<file path="config.mk">
export PLATFORM = sky130hd
export DESIGN_NAME = control_sequencer
export DESIGN_NICKNAME = d
export VERILOG_FILES = /design/src/rtl/control_sequencer.sv
export SDC_FILE = /design/constraint.sdc
export NUM_CORES = 1
export LEC_CHECK = 0
export CAP_MARGIN = 20
export CELL_PAD_IN_SITES_DETAIL_PLACEMENT = 1
export CELL_PAD_IN_SITES_GLOBAL_PLACEMENT = 1
export CORE_MARGIN = 2
export CORE_UTILIZATION = 17
export CTS_CLUSTER_DIAMETER = 100
export DETAILED_ROUTE_END_ITERATION = 8
export PLACE_DENSITY = 0.83
export SETUP_SLACK_MARGIN = 0.05
export SYNTH_ARGS = -nofsm -noshare
export SYNTH_HDL_FRONTEND = slang
export SYNTH_SLANG_ARGS = --single-unit
</file>
<file path="constraint.sdc">
create_clock -name clk -period 1.9 [get_ports clk]
set_input_delay 0.38 -clock clk [delete_from_list [all_inputs] [get_ports clk]]
set_output_delay 0.38 -clock clk [all_outputs]
set_load 0.1 [all_outputs]
</file>
<file path="src/rtl/control_sequencer.sv">
// control_sequencer: hardwired control unit for a simple load/store CPU.
// Steps T0..T7 through fetch, decode and execute. Every strobe is a
// combinational decode of the state register and the opcode, so reset
// clears all strobes without waiting for a clock edge.
//
// Ports:
//   clk, clr (async active-high reset), ir[31:0] (opcode in ir[31:27])
//   run, state[3:0]                                 status/debug
//   PCout PCIn IncPC                                program counter
//   MARIn MDRIn MDRout read write                   memory path
//   IRIn YIn ZIn Zlowout Zhighout HiIn LoIn         registers
//   Gra Grb Grc Rin Rout BAout Cout                 register select / constant
//   add subtract multiply divide                    ALU operation
//
// Build option: define MUL_DIV_EN to execute mul/div; without it they act
// as nop and multiply, divide, HiIn, LoIn and Zhighout stay 0.
module control_sequencer (
  input  logic        clk,
  input  logic        clr,
  input  logic [31:0] ir,
  output logic        run,
  output logic [3:0]  state,
  output logic        PCout,
  output logic        PCIn,
  output logic        IncPC,
  output logic        MARIn,
  output logic        MDRIn,
  output logic        MDRout,
  output logic        read,
  output logic        write,
  output logic        IRIn,
  output logic        YIn,
  output logic        ZIn,
  output logic        Zlowout,
  output logic        Zhighout,
  output logic        HiIn,
  output logic        LoIn,
  output logic        Gra,
  output logic        Grb,
  output logic        Grc,
  output logic        Rin,
  output logic        Rout,
  output logic        BAout,
  output logic        Cout,
  output logic        add,
  output logic        subtract,
  output logic        multiply,
  output logic        divide
);

  localparam int unsigned OP_W = 5;

  localparam logic [OP_W-1:0] OP_LD   = 5'b00000;
  localparam logic [OP_W-1:0] OP_ST   = 5'b00010;
  localparam logic [OP_W-1:0] OP_ADD  = 5'b00011;
  localparam logic [OP_W-1:0] OP_SUB  = 5'b00100;
  localparam logic [OP_W-1:0] OP_ADDI = 5'b01011;
  localparam logic [OP_W-1:0] OP_MUL  = 5'b01110;
  localparam logic [OP_W-1:0] OP_DIV  = 5'b01111;
  localparam logic [OP_W-1:0] OP_JR   = 5'b10011;
  localparam logic [OP_W-1:0] OP_HALT = 5'b11010;

  typedef enum logic [3:0] {
    S_RESET = 4'b0000,
    S_T0    = 4'b0111,
    S_T1    = 4'b1000,
    S_T2    = 4'b1001,
    S_T3    = 4'b1010,
    S_T4    = 4'b1011,
    S_T5    = 4'b1100,
    S_T6    = 4'b1101,
    S_T7    = 4'b1110,
    S_HALT  = 4'b1111
  } state_t;

  state_t          state_q;
  state_t          state_d;
  logic [OP_W-1:0] opcode;
  logic            unused_ir_bits;

  assign opcode         = ir[31:27];
  assign unused_ir_bits = ^ir[26:0];
  assign state          = state_q;

  // State register; clr aborts any instruction immediately
  always_ff @(posedge clk or posedge clr) begin
    if (clr) state_q <= S_RESET;
    else     state_q <= state_d;
  end

  // Next-state: instruction length is decided by opcode at T2, T3, T5, T6
  always_comb begin
    state_d = S_RESET;
    case (state_q)
      S_RESET: state_d = S_T0;
      S_T0:    state_d = S_T1;
      S_T1:    state_d = S_T2;
      S_T2: begin
        case (opcode)
          OP_ADD, OP_SUB, OP_ADDI, OP_LD, OP_ST, OP_JR: state_d = S_T3;
`ifdef MUL_DIV_EN
          OP_MUL, OP_DIV: state_d = S_T3;
`endif
          OP_HALT: state_d = S_HALT;
          default: state_d = S_T0;  // nop and undefined opcodes
        endcase
      end
      S_T3:    state_d = (opcode == OP_JR) ? S_T0 : S_T4;
      S_T4:    state_d = S_T5;
      S_T5: begin
        case (opcode)
          OP_LD, OP_ST: state_d = S_T6;
`ifdef MUL_DIV_EN
          OP_MUL, OP_DIV: state_d = S_T6;
`endif
          default: state_d = S_T0;
        endcase
      end
      S_T6:    state_d = (opcode == OP_LD || opcode == OP_ST) ? S_T7 : S_T0;
      S_T7:    state_d = S_T0;
      S_HALT:  state_d = S_HALT;
      default: state_d = S_RESET;
    endcase
  end

  // Strobe decode; everything not named for a state stays 0
  always_comb begin
    run      = 1'b1;
    PCout    = 1'b0;
    PCIn     = 1'b0;
    IncPC    = 1'b0;
    MARIn    = 1'b0;
    MDRIn    = 1'b0;
    MDRout   = 1'b0;
    read     = 1'b0;
    write    = 1'b0;
    IRIn     = 1'b0;
    YIn      = 1'b0;
    ZIn      = 1'b0;
    Zlowout  = 1'b0;
    Zhighout = 1'b0;
    HiIn     = 1'b0;
    LoIn     = 1'b0;
    Gra      = 1'b0;
    Grb      = 1'b0;
    Grc      = 1'b0;
    Rin      = 1'b0;
    Rout     = 1'b0;
    BAout    = 1'b0;
    Cout     = 1'b0;
    add      = 1'b0;
    subtract = 1'b0;
    multiply = 1'b0;
    divide   = 1'b0;
    case (state_q)
      S_T0: begin
        PCout = 1'b1; MARIn = 1'b1; IncPC = 1'b1; ZIn = 1'b1;
      end
      S_T1: begin
        Zlowout = 1'b1; PCIn = 1'b1; read = 1'b1; MDRIn = 1'b1;
      end
      S_T2: begin
        MDRout = 1'b1; IRIn = 1'b1;
      end
      S_T3: begin
        case (opcode)
          OP_ADD, OP_SUB, OP_ADDI: begin
            Grb = 1'b1; Rout = 1'b1; YIn = 1'b1;
          end
          OP_LD, OP_ST: begin
            Grb = 1'b1; BAout = 1'b1; YIn = 1'b1;
          end
          OP_JR: begin
            Gra = 1'b1; Rout = 1'b1; PCIn = 1'b1;
          end
`ifdef MUL_DIV_EN
          OP_MUL, OP_DIV: begin
            Gra = 1'b1; Rout = 1'b1; YIn = 1'b1;
          end
`endif
          default: ;
        endcase
      end
      S_T4: begin
        case (opcode)
          OP_ADD, OP_SUB: begin
            Grc = 1'b1; Rout = 1'b1; ZIn = 1'b1;
            add      = (opcode == OP_ADD);
            subtract = (opcode == OP_SUB);
          end
          OP_ADDI, OP_LD, OP_ST: begin
            Cout = 1'b1; add = 1'b1; ZIn = 1'b1;
          end
`ifdef MUL_DIV_EN
          OP_MUL, OP_DIV: begin
            Grb = 1'b1; Rout = 1'b1; ZIn = 1'b1;
            multiply = (opcode == OP_MUL);
            divide   = (opcode == OP_DIV);
          end
`endif
          default: ;
        endcase
      end
      S_T5: begin
        case (opcode)
          OP_ADD, OP_SUB, OP_ADDI: begin
            Zlowout = 1'b1; Gra = 1'b1; Rin = 1'b1;
          end
          OP_LD, OP_ST: begin
            Zlowout = 1'b1; MARIn = 1'b1;
          end
`ifdef MUL_DIV_EN
          OP_MUL, OP_DIV: begin
            Zlowout = 1'b1; LoIn = 1'b1;
          end
`endif
          default: ;
        endcase
      end
      S_T6: begin
        case (opcode)
          OP_LD: begin
            read = 1'b1; MDRIn = 1'b1;
          end
          OP_ST: begin
            Gra = 1'b1; Rout = 1'b1; MDRIn = 1'b1;
          end
`ifdef MUL_DIV_EN
          OP_MUL, OP_DIV: begin
            Zhighout = 1'b1; HiIn = 1'b1;
          end
`endif
          default: ;
        endcase
      end
      S_T7: begin
        case (opcode)
          OP_LD: begin
            MDRout = 1'b1; Gra = 1'b1; Rin = 1'b1;
          end
          OP_ST: write = 1'b1;
          default: ;
        endcase
      end
      default: run = 1'b0;  // RESET, HALT and unused codes
    endcase
  end

endmodule

</file>
; After elaboration in Yosys (flattened, before gate mapping)
; Cells that the tools add are included.
[totals]
word_cells = 64
output_inout_bits = 31
register_bits = 4
inputBits = 34
[classes]
eq_ne = 15
n_reduce_logical = 12
muxes = 36
[ops]
columns = op, count
row1 = $pmux W4 S9, 1
row2 = $eq A4 B4 Y1 const B, 8
row3 = $mux W1, 20
row4 = $pmux W1 S2, 9
row5 = $mux W4, 3
row6 = $eq A5 B2 Y1 const B, 2
row7 = $eq A5 B5 Y1 const B, 2
row8 = $pmux W4 S2, 1
row9 = $reduce_or A8 Y1, 1
row10 = $reduce_or A2 Y1, 3
row11 = $reduce_or A3 Y1, 2
row12 = $reduce_or A6 Y1, 1
row13 = $eq A5 B3 Y1 const B, 1
row14 = $eq A5 B4 Y1 const B, 1
row15 = $logic_not A5 Y1, 1
row16 = $reduce_or A5 Y1, 1
row17 = $eq A4 B3 Y1 const B, 1
row18 = $logic_not A4 Y1, 1
row19 = $pmux W1 S4, 1
row20 = $reduce_or A4 Y1, 1
row21 = $pmux W1 S3, 1
row22 = $logic_or A1 B1 Y1, 1

; Longest topological paths before layout
; Gate-level depths: netlist of run 1.
[depth]
ltp_word = 4
depth_mapped = 6
mapped_depth_nobuf = 5

; Worst setup path after synthesis of run 1
; Ideal clock, no wire load.
[synth_path]
kind = register to output
start = register state_q[3], in the netlist state[3]
end = output ZIn
path_stages_with_launch = 5
path_slack_ns = -2.555
n_path_buf = 0
arrival_time_ns = 4.075
required_ns = 1.520
path_cell_list = dfrtp_1 -> and2b_1 -> or4b_1 -> a21oi_1 -> or3_1
[synth_between]
elab_chain_len = 2
word_cells_on_any_way = 3
classes_between = eq/ne: 2 / mux: 1
[synth_lines]
columns = element, line
row1 = start: declaration, 76  ; state_t state_q;
row2 = start signal: assignment, 88  ; else state_q <= state_d;
row3 = $eq A4 B4 Y1 or $eq A4 B3 Y1 (tied branches), 155  ; case (state_q)
row4 = $pmux W1 S2 (*), 155
row5 = end: declaration, 33  ; output logic ZIn,
; Mark *: on every way between the ends. The rest lies on a longest branch, timed or not.

; Worst setup path in the final report of run 1
[layout_path]
start = register state_q[2], in the netlist state[2]
end = output add
[layout_between]
elab_chain_len = 2
[layout_lines]
columns = element, line
row1 = $eq A4 B4 Y1, 155
row2 = $mux W1, 155
row3 = end: declaration, 45  ; output logic add,
; Every way passes these cells.

==> impl_metrics.ini, run 1 <==
[critical_path]
worstSetupStartpointType = flop
r2r_cells = 8
setup.worst_path.class = reg2out
path_cells = and2b_2 -> or4b_4 -> buf_4 -> nor2b_4 -> buf_12
endpoint_kind = output port
rrSetupSlack_ps = 170
crit_slowest_cell = or4b_4
critPathRequiredTime_ps = 1520
slowest_delay_ps = 500
cp_max_fo = 3
arrival_ps = 1910

[synthesis]
avgSynthCellArea_um2 = 6.58
yosys.area.top_type_share = 0.140
synth-simple-area-share = 0.408
async_reset_ff_frac = 1.00
synth_xor_area_frac = 0.0244
syn_inst = 109
synth-compound-area-share = 0.230
yosys_warnings = 0
yosysSeqAreaShare = 0.140
synth-main-ff-cell = dfrtp_1
synth-edff-count = 0
synth_seq_cells = 4
synth_cell_types = 42
synth_fa_ha_area_frac = 0
ys_top_cells_by_area = dfrtp_1 (14%), buf_4 (7.3%), nand2_1 (6.3%)
syn_area_um2 = 717
synth_top_cell_by_area = dfrtp_1
synth_top_family_by_area = simple AND/OR/NAND/NOR gates
synthMuxAreaShare = 0.0279

[route]
drt-vias-per-instance = 4.81
num_vias = 1144
wl_per_cell_um = 17.1
first_iter_violations = 27
wl_um = 4060
first_pass_iters = 4
antenna_left = 0
drc = 0

[sta]
worst_slack_ps = -394
worst_hold_slack_ps = 385
hold_viol = 0
min_period_over_period = 1.21
fin_skew_ps = 4.28
slew_viol_final = 0
fin_tns_setup_ps = -3870
period_minus_slack_ps = 2290
max_freq_ghz = 0.436
rsz0062_at_grt = true
setup_violations = 18

[clock_network]
path_clk_slew_ps = 30
clkSinkCount = 4
cts_buffers = 3
clockRootBuffer = clkbuf_8
cts_tree = done
insertion_delay_ps = 210
hold_buffers = 0
h-tree-depth = 1
cts_buffer_depth = 2

[placement]
dpl_cell_area_um2 = 1730
dp.cells = 214
gp_congestion = 0.910
io_buffers = 32
pre_cts_ws_ps = -708
dpl.hpwl_um = 2530

[grt]
antenna_found_initial = 0
grt_max_degree = 16
grt_usage = 0.174
grt_pass1_vias = 1181
grt_pass1_wl_um = 6140
overflow = 0

[die]
dieArea_um2 = 4750
die_h_um = 68.9
rows = 23
fp.dieW_um = 68.9
coreArea_um2 = 4030
initial_core_util = 0.178
ios = 65

[final_layout]
diodes = 0
syn_to_final_growth_pct = 195
largest_register_ffs = 4
nets = 224
drive_gt1_frac = 0.702
finalNonFillerCells = 238
fin_area_um2 = 2120

[power_and_ir_drop]
power_leakage_nw = 0.859
ir_drop_v = 0.000529
power_density_nw_per_um2 = 1050

[job]
maxCapViolations = 0

[min_path]
hold_class = in2async

[run_status]
status = complete, but fails checks
violations = negative setup slack
-- cell usage after synthesis (2+ instances only) --
cell and instances:
nand4_1 2, mux2i_1 2, a21oi_1 6, buf_4 7, nor2b_1 4, xnor2_1 2, dfrtp_1 4, clkbuf_1 7
o211ai_1 4, nand2_1 12, nand3_1 7, a21o_1 2, inv_1 6, a31oi_1 2, nand2b_1 2, nor2_1 12
nand3b_1 2, nor3_1 2
-- logic make-up (layout without fill, tap and decap cells) --
kind of cell / Yosys count / after routing
simple gates: 55 / 55
compound gates: 23 / 23
buf+inv: 22 / 97
flops: 4 / 4
xor+xnor: 2 / 2
mux: 2 / 2
other cells: 1 / 5
-- critical path: cells and delay by family, from the launching register on --
kind / cells / cell delay (ps)
and+or+nand+nor: 3 / 880
DFF: 1 / 470
buffers and inverters: 2 / 350
-- per-stage QoR --
stage                     utilization  total power, mW
after floorplan                     -             1.21
after global placement          0.428             1.70
after detailed placement        0.428             1.73
after CTS                       0.504             2.09
after global routing            0.526             2.32
final                           0.526             2.21
-- repair_timing --
action / in CTS / in global routing
setup buffers: 16 / 10
pin swaps: 18 / 16
endpoints found under the setup margin: 24 / 20
gates resized for setup: 61 / 11
-- final cells by class --
cell class,instances,area (um^2)
fillers,446,1910
repair buffers,88,1080
multi-input cells,87,786
flip-flops and latches,4,115
well taps,50,62.6
clock buffers,3,41.3
inverters,6,30.0
-- power breakdown --
group	internal [mW]	leakage [nW]	switching, mW
sequential	0.138	0.0462	0.0444
clock	0.135	0.0216	0.0433
combinational	0.743	0.791	1.11
total	1.02	0.859	1.20
-- placed cells by master, fill, tap and decap left out, types with 3 or more instances in the layout --
cell type	instances
nand2_1	10
dfrtp_4	4
nand3_1	4
inv_1	3
nor2b_4	4
nor2_4	7
nand3_4	3
nor2_1	5
o211ai_1	4
a21oi_4	4
buf_6	20
conb_1	5
buf_4	39
clkbuf_8	3
buf_12	27
-- final timing paths --
path,to,startpoint
max reg2reg,state[1],state[2]
min reg2reg,state[0],state[0]
min,state[1],clr
max in group asynchronous,state[0],clr
min in group clk,state[0],ir[29]
max,add,state[2]
-- per-layer routing --
layer | vias up | track usage | routed length (um)
li1 | 535 | - | -
met1 | 572 | 0.215 | 1740
met2 | 32 | 0.325 | 2160
met3 | 5 | 0.0260 | 99
met4 | 0 | 0.0196 | 57
met5 | - | 0 | 0
No activity file was read; power rests on OpenSTA's default activity.
==> run 2, diff against run 1 <==
- CTS_CLUSTER_DIAMETER: 100 -> 30
==> results of run 2 <==
Final layout, timing and power as in run 1 (identical DEF).
